`src/rtl/pipe_hazard_ctrl_pkg.sv`:
```
// Shared pipeline constants for the hazard controller:
// stage indices, exception kinds and the fixed redirect vectors.
package pipe_pkg;

  localparam int STG_IF  = 0;
  localparam int STG_ID  = 1;
  localparam int STG_EX  = 2;
  localparam int STG_MEM = 3;
  localparam int STG_WB  = 4;

  typedef enum logic [1:0] {
    EXC_GENERAL = 2'd0,
    EXC_INTVEC  = 2'd1,
    EXC_ERET    = 2'd2,
    EXC_RSVD    = 2'd3
  } exc_kind_e;

  localparam logic [31:0] EXC_VEC_DEF = 32'hBFC00380;
  localparam logic [31:0] INT_VEC_DEF = 32'hBFC00200;

endpackage

```
`src/rtl/pipe_hazard_ctrl_match.sv`:
```
// Compares one ID source register against every stage destination.
// Register 0 never matches, since it is hardwired to zero.
module hazard_match #(
  parameter int NUM_STAGES = 5,
  parameter int REG_AW     = 5
) (
  input  logic [REG_AW-1:0]            src,
  input  logic                         src_en,
  input  logic [NUM_STAGES*REG_AW-1:0] stg_wd,
  output logic [NUM_STAGES-1:0]        match
);

  always_comb begin
    match = '0;
    for (int k = 0; k < NUM_STAGES; k++) begin
      match[k] = src_en && (src != '0) && (stg_wd[k*REG_AW +: REG_AW] == src);
    end
  end

endmodule

```
`src/rtl/pipe_hazard_ctrl.sv`:
```
// Stall/flush/redirect controller for an in-order pipeline, with a
// saturating stall-cycle counter and a sticky stall watchdog.
module pipe_hazard_ctrl
  import pipe_pkg::*;
#(
  parameter int          NUM_STAGES = 5,
  parameter int          REG_AW     = 5,
  parameter int          LOAD_LAT   = 1,
  parameter logic [31:0] EXC_VEC    = EXC_VEC_DEF,
  parameter logic [31:0] INT_VEC    = INT_VEC_DEF,
  parameter int          WDOG_CYC   = 1024
) (
  input  logic                         clk_i,
  input  logic                         rst_i,
  input  logic                         inst_stall_i,
  input  logic                         data_stall_i,
  input  logic                         md_busy_i,
  input  logic [REG_AW-1:0]            id_rs_i,
  input  logic [REG_AW-1:0]            id_rt_i,
  input  logic                         id_rs_en_i,
  input  logic                         id_rt_en_i,
  input  logic                         id_is_branch_i,
  input  logic [NUM_STAGES-1:0]        stg_wreg_i,
  input  logic [NUM_STAGES-1:0]        stg_load_i,
  input  logic [NUM_STAGES*REG_AW-1:0] stg_wd_i,
  input  logic                         exc_valid_i,
  input  logic [1:0]                   exc_kind_i,
  input  logic [31:0]                  cp0_epc_i,
  input  logic                         fetch_ready_i,
  output logic [NUM_STAGES-1:0]        stall_o,
  output logic [NUM_STAGES-1:0]        flush_o,
  output logic                         redirect_valid_o,
  output logic [31:0]                  new_pc_o,
  output logic [31:0]                  stall_cnt_o,
  output logic                         watchdog_o
);

  localparam int LD_LAST = (1 + LOAD_LAT > NUM_STAGES - 1) ? NUM_STAGES - 1 : 1 + LOAD_LAT;
  localparam int CW      = $clog2(WDOG_CYC + 1);
  localparam logic [CW-1:0] WDOG_LIM    = CW'(WDOG_CYC);
  localparam logic [CW-1:0] WDOG_LIM_M1 = CW'(WDOG_CYC - 1);

  localparam logic [0:0] ST_IDLE     = 1'b0;
  localparam logic [0:0] ST_REDIRECT = 1'b1;

  logic [0:0]            state;
  logic [NUM_STAGES-1:0] rs_match, rt_match, any_match, load_window, hold;
  logic                  global_stall, load_use, br_haz, id_req, any_stall;
  logic [31:0]           exc_target;
  logic [CW-1:0]         consec;
  logic                  unused_wreg;

  hazard_match #(.NUM_STAGES(NUM_STAGES), .REG_AW(REG_AW)) u_rs_match (
    .src(id_rs_i), .src_en(id_rs_en_i), .stg_wd(stg_wd_i), .match(rs_match)
  );

  hazard_match #(.NUM_STAGES(NUM_STAGES), .REG_AW(REG_AW)) u_rt_match (
    .src(id_rt_i), .src_en(id_rt_en_i), .stg_wd(stg_wd_i), .match(rt_match)
  );

  // Stages from EX onward whose load data is still not forwardable to ID.
  always_comb begin
    load_window = '0;
    for (int k = STG_EX; k <= LD_LAST; k++) load_window[k] = 1'b1;
  end

  assign any_match    = rs_match | rt_match;
  assign global_stall = inst_stall_i | data_stall_i | md_busy_i;
  assign load_use     = |(any_match & stg_load_i & load_window);
  assign br_haz       = id_is_branch_i & any_match[STG_EX] & stg_wreg_i[STG_EX];
  assign id_req       = load_use | br_haz;
  assign unused_wreg  = ^stg_wreg_i;

  // An ID hazard holds ID and every stage in front of it.
  always_comb begin
    hold = '0;
    for (int k = 0; k < NUM_STAGES; k++) begin
      hold[k] = global_stall | (id_req & (k <= STG_ID));
    end
    stall_o = hold;
    if (state == ST_REDIRECT) stall_o[STG_IF] = 1'b1;
  end

  // A bubble enters where a held stage meets a moving one.
  always_comb begin
    flush_o = '0;
    for (int k = 0; k < NUM_STAGES - 1; k++) begin
      flush_o[k+1] = stall_o[k] & ~stall_o[k+1] & ~global_stall;
    end
    if (state == ST_REDIRECT) flush_o[STG_ID] = 1'b1;
    else if (exc_valid_i)     flush_o = '1;
  end

  always_comb begin
    exc_target = EXC_VEC;
    case (exc_kind_e'(exc_kind_i))
      EXC_INTVEC: exc_target = INT_VEC;
      EXC_ERET:   exc_target = cp0_epc_i;
      default:    exc_target = EXC_VEC;
    endcase
  end

  always_ff @(posedge clk_i or posedge rst_i) begin
    if (rst_i) begin
      state    <= ST_IDLE;
      new_pc_o <= '0;
    end else begin
      case (state)
        ST_IDLE: begin
          if (exc_valid_i) begin
            state    <= ST_REDIRECT;
            new_pc_o <= exc_target;
          end
        end
        default: begin
          if (fetch_ready_i) state <= ST_IDLE;
        end
      endcase
    end
  end

  assign redirect_valid_o = (state == ST_REDIRECT);
  assign any_stall        = |stall_o;

  // consec saturates at the limit so it can never wrap back under it.
  always_ff @(posedge clk_i or posedge rst_i) begin
    if (rst_i) begin
      stall_cnt_o <= '0;
      consec      <= '0;
      watchdog_o  <= 1'b0;
    end else begin
      if (any_stall && (stall_cnt_o != '1)) stall_cnt_o <= stall_cnt_o + 32'd1;
      if (!any_stall)               consec <= '0;
      else if (consec != WDOG_LIM)  consec <= consec + 1'b1;
      if (any_stall && (consec == WDOG_LIM_M1)) watchdog_o <= 1'b1;
    end
  end

endmodule

```
`config.mk`:
```
export PLATFORM = sky130hd
export DESIGN_NAME = pipe_hazard_ctrl
export DESIGN_NICKNAME = d
export VERILOG_FILES = /design/src/rtl/pipe_hazard_ctrl_pkg.sv /design/src/rtl/pipe_hazard_ctrl_match.sv /design/src/rtl/pipe_hazard_ctrl.sv
export SDC_FILE = /design/constraint.sdc
export NUM_CORES = 1
export LEC_CHECK = 0
export BUFFER_PORTS_ARGS = -buffer_cell sky130_fd_sc_hd__buf_4
export CELL_PAD_IN_SITES_DETAIL_PLACEMENT = 0
export CELL_PAD_IN_SITES_GLOBAL_PLACEMENT = 1
export CORE_MARGIN = 3
export CORE_UTILIZATION = 37
export CTS_CLUSTER_DIAMETER = 200
export CTS_CLUSTER_SIZE = 12
export DETAILED_ROUTE_END_ITERATION = 8
export MAX_ROUTING_LAYER = met4
export PLACE_DENSITY = 0.9
export SLEW_MARGIN = 5
export SYNTH_ARGS = -nofsm -noshare
export SYNTH_HDL_FRONTEND = slang
export SYNTH_SLANG_ARGS = --single-unit
```
`constraint.sdc`:
```
create_clock -name clk_i -period 5.7 [get_ports clk_i]
set_input_delay 0.57 -clock clk_i [delete_from_list [all_inputs] [get_ports clk_i]]
set_output_delay 0.57 -clock clk_i [all_outputs]
set_load 0.01 [all_outputs]
```
## Word level (Yosys, flattened, before mapping)

Cells that the tools add are included.

- $add $sub $neg: 2
- Eq/ne operators: 12
- Muxes and demuxes: 11
- Bitwise logic cells: 15
- Reduce and logical (&&, ||, !) cells: 14

Operators by type and width:

| kind | count |
|---|---|
| case mux 32 bit (2 select lines) | 1 |
| adder 32 x 1 -> 32 bit (second input constant) | 1 |
| != test 32 bit (second input constant) | 1 |
| == test 5 bit | 6 |
| two-way mux 11 bit | 2 |
| adder 11 x 1 -> 11 bit (second input constant) | 1 |
| == test 11 x 10 -> 1 bit (second input constant) | 1 |
| != test 11 bit (second input constant) | 1 |
| logical AND 1 bit | 10 |
| nonzero test 5 bit | 2 |
| bitwise AND 1 bit | 6 |
| two-way mux 1 bit | 6 |
| two-way mux 5 bit | 1 |
| OR 1 bit | 4 |
| bitwise AND 3 bit | 1 |
| two-way mux 3 bit | 1 |
| inverter 1 bit | 3 |
| OR 3 bit | 1 |
| OR reduction 3 bit | 1 |
| == test 2 x 1 -> 1 bit (second input constant) | 1 |
| == test 2 bit (second input constant) | 1 |
| != test 2 x 1 -> 1 bit (second input constant) | 1 |
| AND reduction 2 bit | 1 |

- Register bits: 77
- Output and inout bits: 76

## Depth between registers and ports, before layout

Gate-level depths: netlist of run 1.

- Word-level depth: 13
- Mapped depth: 9

## Modules after synthesis

Synthesis of run 1 repeated with hierarchy kept, for this count alone.

- Cells, all modules: 450
- Area, all modules: 4229.1 µm²

Modules (own cells, without submodules):

| module | instances | cells an instance | area each (µm²) | seq. area each (µm²) |
|---|---|---|---|---|
| pipe_hazard_ctrl | 1 | 366 | 3555.9 | 1926.8 |
| hazard_match | 2 | 42 | 336.6 | 0.0 |

## Worst setup path before layout of run 1

OpenSTA, ideal clock, no wires.

- Path kind: input-to-output
- Start: input data_stall_i
- End: output stall_o[0]
- Data arrival time: 1.987 ns
- Required time: 5.130 ns
- Setup slack: 3.143 ns
- Stages on the path: 5
- Path buffers: 2
- Cells stage by stage: or3_1 nor4_4 buf_2 buf_2 inv_1

- Cells in the longest elaborated chain, start to end: 4

RTL lines:

| item | RTL line | source |
|---|---|---|
| start: declaration | pipe_hazard_ctrl.sv:16 | `input logic data_stall_i,` |
| OR 1 bit (2 in a row) | pipe_hazard_ctrl.sv:68 | `assign global_stall = inst_stall_i \| data_stall_i \| md_busy_i;` |
| OR 1 bit | pipe_hazard_ctrl.sv:78 | `hold[k] = global_stall \| (id_req & (k <= STG_ID));` |
| two-way mux 1 bit | pipe_hazard_ctrl.sv:81 | `if (state == ST_REDIRECT) stall_o[STG_IF] = 1'b1;` |
| end: declaration | pipe_hazard_ctrl.sv:30 | `output logic [NUM_STAGES-1:0] stall_o,` |

Every way passes these cells.

## Worst setup path in the final report of run 1

Ends and elaborated chain as after synthesis.

==> flow_summary.yaml, run 1 <==
synthesis:
  synth_cell_type_count: 39
  synthCells: 389
  ys_warn_count: 0
  ys_ff_latch: 77
  syn_area_um2: 3740
  synth_nets: 483
  syn_avg_cell_area_um2: 9.614
  ys_seq_area_frac: 0.5152
clock_tree:
  cts_tree: "done"
  clk_pin_slew_ns: 0.07
  cts_setup_buffers: 0
  clk_latency_ns: 0.34
  cts.sinks: 77
  numCtsBuffers: 9
  cts_max_path_buffers: 2
  post_cts_resize_count: 0
  hold_buffers: 0
  root_buffer: "clkbuf_8"
  htreeDepth: 3
cells_and_area:
  antenna_cells: 0
  final_util: 0.5099
  drive_gt1_frac: 0.3174
  area_delta_synth_final_pct: 33.89
  fillers: 930
  finalNetCount: 612
  final_cells: 656
pwr:
  max-vdd-ir-drop_uv: 142.9
  finalPower_mw: 1.775
  power.share.clock: 0.202
  power.net_switching_mw: 0.6367
  p_int_mw: 1.139
  pwr-share-seq: 0.470
  p_leak_nw: 2.372
  pwr-share-comb: 0.327
  swShare: 0.3586
  cellPowerDensity_nw_per_um2: 354.5
setup_path:
  end_kind: "output port"
  crit_fanout: 44
  critPathKind: "primary input to output port"
  crit_arrival_ns: 2.10
  cp.required_ns: 5.13
  cp-start-kind: "primary input"
sta:
  setup_violations: 0
  fin_crit_sh: 0.4685
  worst-slew-pin-transition_ns: 1.075
  grt_setup_unrepaired: "false"
  fmax_mhz: 374.5
  fin_setup_tns_ns: 0
  slew-limit-headroom: 0.2832
  slew_violations: 0
  hold_violations: 0
  setup_ws_ns: 3.030
  clock_skew_ns: 0.01156
  post-route-min-period_ns: 2.670
global_routing:
  antenna_found_initial: 0
  grt_pass1_vias: 3176
  met2_usage: 0.2661
  top_usage_layer: "met2"
  met3_usage: 0.03947
  grt_pass1_wl_um: 15110
  use_met1: 0.2153
  grt_max_degree: 78
  grt_use_total: 0.1670
  grt-ovfl-total: 0
die:
  core_area_um2: 9819
  start_util: 0.3809
  dieWidth_um: 106.5
  rows: 36
  fp.dieH_um: 106.5
  pin_count: 165
  die_area_um2: 11350
placed_design:
  hpwl_um: 6401
  port_buffers: 136
  post-place-ws_ns: 3.004
  placed_cells: 640
  place_congestion: 0.7908
min_path:
  min-delay-path-class: "primary input to flip-flop"
status:
  status: "finished, final reports clean"
route:
  drt-wirelength-per-cell_um: 13.55
  route.vias.total: 3142
  drc_errors: 0
  drtAntennaViolNets: 0
  firstDrtPassIters: 4
  drt_wl_total_um: 8886
  vias_per_cell: 4.790
  drt_iter0_drc: 154
job:
  maxCapViolations: 0
==> routing by layer <==
metal	vias up	wire, um
met4	0	102
met3	9	572
li1	1575	-
met1	1463	3983
met5	-	0
met2	95	4228
==> area by class of cell <==
cell class              count  area [um^2]  share of cell area
flip-flops and latches     77         1927              0.3848
repair buffers            140         1051              0.2099
clock buffers              11        131.4             0.02624
clock inverters             5        36.28            0.007246
inverters                  10        38.79            0.007746
multi-input cells         280         1657              0.3308
well taps                 133        166.4             0.03323
==> Yosys cell counts <==
library cell  count  share of area
and3_1            5         0.0084
buf_6             1         0.0030
a2bb2oi_1         1         0.0023
o31ai_1           1         0.0020
nor4_4            2          0.011
inv_1            10          0.010
xor2_1           38          0.089
nor2_1           31          0.031
nor4_1           15          0.025
nand3_1          38          0.051
clkbuf_1          8         0.0080
nand3_2           1         0.0027
nand2_1          70          0.070
nor3_1           15          0.020
buf_4             6          0.012
o41ai_2           1         0.0044
mux2_1            1         0.0030
or3_1             3         0.0050
buf_1             2         0.0020
and2_1            2         0.0033
and4_1            1         0.0023
nor3_4            1         0.0044
o21ai_0           4         0.0054
xnor2_1           8          0.019
a21boi_0          1         0.0020
buf_2             5         0.0067
o21a_1            1         0.0020
a21oi_1          13          0.017
a211oi_2          1         0.0033
nor3b_1           1         0.0020
a21o_1            1         0.0020
mux2_2            2         0.0060
nor3_2            2         0.0054
nand2b_1          2         0.0033
ha_1              5          0.017
nand4_1          10          0.017
or2_2             1         0.0017
dfrtp_1          77           0.52
nor4b_1           2         0.0047
==> power by group through the flow <==
stage	sequential [mW]	clock (mW)	combinational, mW
2_1_floorplan	0.869	0	0.266
3_3_place_gp	0.839	0	0.580
3_5_place_dp	0.845	0	0.589
4_1_cts	0.837	0.375	0.591
5_1_grt	0.864	0.396	0.645
6_report	0.835	0.359	0.581
==> logic make-up after synthesis <==
logic type,Yosys count,share of synthesized area
buffers and inverters,32,0.04182
multiplexers,3,0.009032
AO/OA/AOI/OAI,24,0.04082
adder cells (fa/ha/maj),5,0.01673
XOR/XNOR,46,0.1077
AND/OR/NAND/NOR,202,0.2687
flip-flops,77,0.5152
==> through the flow <==
stage	cell area, um^2	hold slack (ns)
4_1_cts	5007	0.3891
3_5_place_dp	4840	0.4570
2_1_floorplan	3740	0.4732
6_report	5007	0.4099
3_3_place_gp	4840	0.4483
5_1_grt	5007	0.4078
==> sequential cells by signal (all words and copies together) (netlist names) <==
name,flops
watchdog_o,1
redirect_valid_o,1
new_pc_o,32
stall_cnt_o,32
consec,11
==> final timing paths <==
| path | start | endpoint | slack, ns | depth (start not counted) |
|---|---|---|---|---|
| min in group asynchronous | rst_i | new_pc_o[11] | 0.52 | 3 |
| max reg2reg | stall_cnt_o[3] | stall_cnt_o[1] | 3.42 | 7 |
| max | data_stall_i | stall_o[0] | 3.03 | 6 |
| min reg2reg | watchdog_o | watchdog_o | 0.47 | 2 |
| min | fetch_ready_i | redirect_valid_o | 0.41 | 2 |
| max in group asynchronous | rst_i | new_pc_o[21] | 4.56 | 3 |
==> placed cells by master, fill, tap and decap left out, drive strengths merged, types with 8 or more instances in the layout <==
cell type,instances
nor2,31
inv,10
nand3,39
nor3,18
nand2,70
clkbuf,11
nor4,17
nand4,10
xor2,38
dfrtp,77
xnor2,8
buf,140
a21oi,13
==> worst max-delay path: stages <==
cell and delay, ns:
buf_4 0.10, or3_1 0.48, nor4_4 0.27, buf_4 0.43, inv_1 0.08, buf_4 0.16
Note: power is estimated with default switching activity, not from simulation.
==> inputs of run 2 (changes only) <==
- CORE_UTILIZATION: 37 -> 35
- PLACE_DENSITY: 0.9 -> 0.86
- clock period: 5.7 -> 2.7 ns (I/O delays scaled with it)
==> flow_summary.yaml, run 2 (same netlist as run 1, synthesis figures left out) <==
global_routing:
  met2_usage: 0.2598
  use_met1: 0.2089
  grt_max_degree: 45
  grt_use_total: 0.1628
  grt_pass1_wl_um: 15080
  grt-ovfl-total: 0
  top_usage_layer: "met2"
  grt_pass1_vias: 3066
  antenna_found_initial: 0
  met3_usage: 0.03699
route:
  drc_errors: 0
  route.vias.total: 3247
  drt_wl_total_um: 9375
  firstDrtPassIters: 4
  drt-wirelength-per-cell_um: 14.12
  drt_iter0_drc: 107
  drtAntennaViolNets: 0
  vias_per_cell: 4.890
sta:
  fmax_mhz: 461.7
  setup_ws_ns: 0.5339
  slew_violations: 0
  setup_violations: 0
  slew-limit-headroom: 0.6793
  fin_setup_tns_ns: 0
  clock_skew_ns: 0.01414
  post-route-min-period_ns: 2.166
  grt_setup_unrepaired: "false"
  worst-slew-pin-transition_ns: 0.4805
  fin_crit_sh: 0.8023
  hold_violations: 0
min_path:
  whs_path_depth: 2
  min-delay-path-class: "primary input to flip-flop"
  min_to: "redirect_valid_o"
  hp-start: "fetch_ready_i"
clock_tree:
  cts_tree: "done"
  htreeDepth: 3
  cts_max_path_buffers: 2
  clk_pin_slew_ns: 0.09
  root_buffer: "clkbuf_8"
  cts.sinks: 77
  clk_latency_ns: 0.35
  numCtsBuffers: 9
  post_cts_resize_count: 0
die:
  fp.dieH_um: 109.4
  start_util: 0.3606
  die_area_um2: 11960
  dieWidth_um: 109.4
  core_area_um2: 10370
  rows: 37
  pin_count: 165
setup_path:
  crit_chain: "ha_1 > nand2_1 > nor3_4 > nand3_2 > nor2_1 > buf_12 > nor2_1 > mux2_2"
  cpMostUsedCell: "nor2_1"
  critPathMaxStageDelay_ns: 0.43
  regToRegSetupSlack_ns: 0.53
  r2r_start: "stall_cnt_o[0]"
  cp.required_ns: 2.94
  cp-start-kind: "flip-flop"
  r2r-end: "stall_cnt_o[1]"
  crit_family: "simple AND/OR/NAND/NOR gates"
  crit_path_top_delay_cell: "dfrtp_1"
  crit_fanout: 29
  path_buf_inv: 1
  critPathKind: "flip-flop to flip-flop"
  end_kind: "flip-flop"
  rr_worst_depth: 8
  crit_arrival_ns: 2.41
cells_and_area:
  final_cell_mix: "buf_4, dfrtp_1, nand2_1, nand3_1, xor2_1"
  mostFrequentLayoutCell: "buf_4"
  drive_gt1_frac: 0.3258
  antenna_cells: 0
  finalNetCount: 617
  seqCellArea_um2: 1927
  multi_input_area_um2: 1657
  area_delta_synth_final_pct: 36.10
  top_regs: "new_pc_o: 32 flops, stall_cnt_o: 32 flops, consec: 11 flops"
  fillers: 1018
placed_design:
  place_congestion: 0.7854
  port_buffers: 136
  hpwl_um: 6818
  post-place-ws_ns: 0.5407
job:
  maxCapViolations: 0
pwr:
  p_leak_nw: 2.414
  cellPowerDensity_nw_per_um2: 752.1
  max-vdd-ir-drop_uv: 269.9
status:
  status: "finished, final reports clean"
[run 2: how the worst max path moves through the flow]
stage,from,cells past startpoint,slack (ns),endpoint
final,stall_cnt_o[0],8,0.53,stall_cnt_o[1]
after CTS,stall_cnt_o[0],8,0.53,stall_cnt_o[1]
after floorplan,rst_i,1,0.46,consec[0]
after global routing,stall_cnt_o[3],7,0.38,stall_cnt_o[1]
after detailed placement,stall_cnt_o[0],8,0.54,stall_cnt_o[1]
after global placement,stall_cnt_o[3],7,0.60,stall_cnt_o[1]
[run 2: where the power goes]
group / total [mW] / internal, mW / switching [mW]
clock network: 0.814 / 0.348 / 0.466
registers: 1.77 / 1.44 / 0.326
logic: 1.24 / 0.632 / 0.612
[run 2: worst reg2reg max path, stage by stage (launching register included)]
cell and delay (ns):
dfrtp_1 0.43, ha_1 0.23, nand2_1 0.13, nor3_4 0.24, nand3_2 0.19, nor2_1 0.22, buf_12 0.21, nor2_1 0.13
mux2_2 0.28
[run 2: final cells by class]
class	instances	share of cell area
Multi-Input combinational cell	280	0.3255
Clock inverter	7	0.01131
Inverter	10	0.007620
Sequential cell	77	0.3786
Clock buffer	9	0.02434
Timing Repair Buffer	145	0.2193
Tap cell	136	0.03343
[run 2: what timing repair did]
| item | 4_1_cts | 5_1_grt |
|---|---|---|
| buffers inserted | 0 | 0 |
| hold endpoints to repair | 26 | 0 |
| hold buffers | 1 | 0 |
[run 2: per-stage QoR]
| step | area, um^2 | hold WS (ns) | utilization | std cells | power [mW] |
|---|---|---|---|---|---|
| 3_5_place_dp | 4898 | 0.3188 | 0.4724 | 647 | 3.051 |
| 5_1_grt | 5090 | 0.09060 | 0.4908 | 664 | 4.110 |
| 3_3_place_gp | 4898 | 0.3094 | 0.4724 | 647 | 3.005 |
| 6_report | 5090 | 0.1140 | 0.4908 | 664 | 3.828 |
| 4_1_cts | 5090 | 0.09183 | 0.4908 | 664 | 3.886 |
| 2_1_floorplan | 3740 | 0.3743 | - | 389 | 2.397 |
[run 2: routing by layer]
layer | wire length (um) | share of wire
met1 | 4068 | 0.43
met2 | 4579 | 0.49
met3 | 646 | 0.069
met4 | 80 | 0.0085
met5 | 0 | 0
==> inputs of run 3 (changes only) <==
- ABC_AREA: default -> 1
- CORE_UTILIZATION: 35 -> 31
- PLACE_DENSITY: 0.86 -> 0.81
- clock period: 2.7 -> 1.9 ns (I/O delays scaled with it)
==> flow_summary.yaml, run 3 <==
status:
  status: "finished, final reports clean"
die:
  die_area_um2: 15610
  fp.dieH_um: 124.9
  start_util: 0.3234
  rows: 42
  pin_count: 165
  core_area_um2: 13560
  dieWidth_um: 124.9
cells_and_area:
  drive_gt1_frac: 0.2611
  fin_area_um2: 6098
  top_regs: "new_pc_o: 32 flops, stall_cnt_o: 32 flops, consec: 11 flops"
  final_cells: 919
  area_delta_synth_final_pct: 39.10
  final_cell_mix: "nand2_1, buf_4, dfrtp_1, nand3_1, nor2_1"
  mostFrequentLayoutCell: "nand2_1"
  final_util: 0.4498
  antenna_cells: 0
  finalNetCount: 832
pwr:
  power.net_switching_mw: 1.701
  p_int_mw: 3.691
  power.share.clock: 0.351
  pwr-share-seq: 0.388
  max-vdd-ir-drop_uv: 432.1
  finalPower_mw: 5.392
  swShare: 0.3155
  p_leak_nw: 3.194
  cellPowerDensity_nw_per_um2: 884.1
  pwr-share-comb: 0.261
synthesis:
  ys_top_cells_by_area: "dfrtp_1, nand2_1, nand3_1, xor2_1, nor2_1"
  async_reset_ff_frac: 1.000
  synth.most_common_cell: "nand2_1"
  ys_ff_latch: 77
  syn_area_um2: 4384
  ys.flop_type: "dfrtp_1"
  synth_edf_count: 0
  syn_avg_cell_area_um2: 7.381
  yosysTopAreaCell: "dfrtp_1"
  synthTopCellsByCount: "nand2_1, dfrtp_1, nand3_1"
  synth_cell_type_count: 30
  synth_nets: 688
  synthCells: 594
  yosysTopAreaCellShare: 0.4395
  ys_warn_count: 0
  ys_seq_area_frac: 0.4395
setup_path:
  critPathLaunch: "stall_cnt_o[12]"
  crit_family: "simple AND/OR/NAND/NOR gates"
  crit_path_top_delay_cell: "dfrtp_1"
  r2r-end: "stall_cnt_o[17]"
  critPathMaxStageDelay_ns: 0.46
  regToRegSetupSlack_ns: 0.08
  cpMostUsedCell: "nand2_1"
  r2r_start: "stall_cnt_o[12]"
  rr_worst_depth: 9
  crit_chain: "nand2_1 > nor3_2 > nand2_1 > nor2_2 > nand4_4 > buf_12 > clkbuf_16 > nand3_1 > nand2_1"
  path_buf_inv: 2
  crit_fanout: 9
  end_kind: "flip-flop"
  crit_arrival_ns: 2.05
  critPathKind: "flip-flop to flip-flop"
  cp-start-kind: "flip-flop"
  cp.required_ns: 2.13
job:
  maxCapViolations: 0
route:
  drt_wl_total_um: 13500
  drtAntennaViolNets: 0
  drt-wirelength-per-cell_um: 14.69
  drc_errors: 0
  route.vias.total: 4321
  firstDrtPassIters: 4
  drt_iter0_drc: 379
  vias_per_cell: 4.702
sta:
  slew-limit-headroom: 0.5449
  fin_crit_sh: 0.9564
  hold_ws_ns: 0.03970
  setup_ws_ns: 0.08279
  post-route-min-period_ns: 1.817
  setup_violations: 0
  hold_violations: 0
  slew_violations: 0
  worst-slew-pin-transition_ns: 0.6789
  fin_setup_tns_ns: 0
  clock_skew_ns: 0.006761
  fmax_mhz: 550.3
global_routing:
  grt_pass1_wl_um: 21310
  grt_pass1_vias: 4232
  grt_max_degree: 78
  grt_use_total: 0.1723
  grt-ovfl-total: 0
  antenna_found_initial: 0
clock_tree:
  clk_latency_ns: 0.35
  root_buffer: "clkbuf_16"
  htreeDepth: 3
  cts.sinks: 77
  clk_pin_slew_ns: 0.06
  cts_max_path_buffers: 2
  cts_tree: "done"
  numCtsBuffers: 9
placed_design:
  hpwl_um: 9806
  dpl_cell_area_um2: 5619
  placed_cells: 896
  place_congestion: 0.8980
  port_buffers: 136
  post-place-ws_ns: 0.05805
min_path:
  hp-start: "fetch_ready_i"
  whs_path_depth: 2
  min_to: "redirect_valid_o"
  min-delay-path-class: "primary input to flip-flop"
## run 3: how the worst max path moves through the flow
stage	to	slack [ns]	cells after the start
2_1_floorplan	stall_cnt_o[3]	0.28	10
3_3_place_gp	stall_cnt_o[0]	0.10	9
3_5_place_dp	stall_cnt_o[31]	0.06	9
4_1_cts	stall_cnt_o[31]	0.03	9
5_1_grt	stall_cnt_o[16]	-0.02	10
6_report	stall_cnt_o[17]	0.08	9
## run 3: area by class of cell
class,instances,area (um^2)
Tap cell,176,220.2
Inverter,60,229.0
Fill cell,1404,7460
Multi-Input combinational cell,434,2133
Clock buffer,10,229.0
Sequential cell,77,1927
Timing Repair Buffer,156,1266
Clock inverter,6,93.84
## run 3: worst register-to-register path, delay by kind of cell, from the launching register on
kind	cells	cell delay [ns]
and+or+nand+nor	7	0.90
DFF	1	0.46
buffers and inverters	2	0.35
## run 3: what timing repair did
action,4_1_cts,5_1_grt
gates resized for setup,0,12
endpoints found under the setup margin,0,32
hold buffers,1,0
setup buffers,0,3
endpoints found under the hold margin,77,0
## run 3: cell families (layout without fill, tap and decap cells)
family,after synthesis,count (layout),share of synthesized area
flip-flops,77,77,0.4395
XOR/XNOR,34,34,0.06792
adder cells (fa/ha/maj),5,5,0.01427
AND/OR/NAND/NOR,366,367,0.3602
AO/OA/AOI/OAI,28,28,0.03482
buffers and inverters,84,232,0.08333
## run 3: per-layer routing
layer  track usage  vias up  wire length [um]
li1              -     2148                 -
met3       0.02916       16               713
met4       0.05804        0               226
met1        0.2259     2042              6130
met5             -        -                 0
met2        0.2723      115              6429
## run 3: power groups by stage
stage | combinational (mW) | clock [mW] | sequential, mW
4_1_cts | 1.38 | 1.94 | 2.09
5_1_grt | 1.58 | 2.03 | 2.13
3_5_place_dp | 1.37 | 0 | 2.11
2_1_floorplan | 0.685 | 0 | 2.16
3_3_place_gp | 1.33 | 0 | 2.11
6_report | 1.41 | 1.89 | 2.09
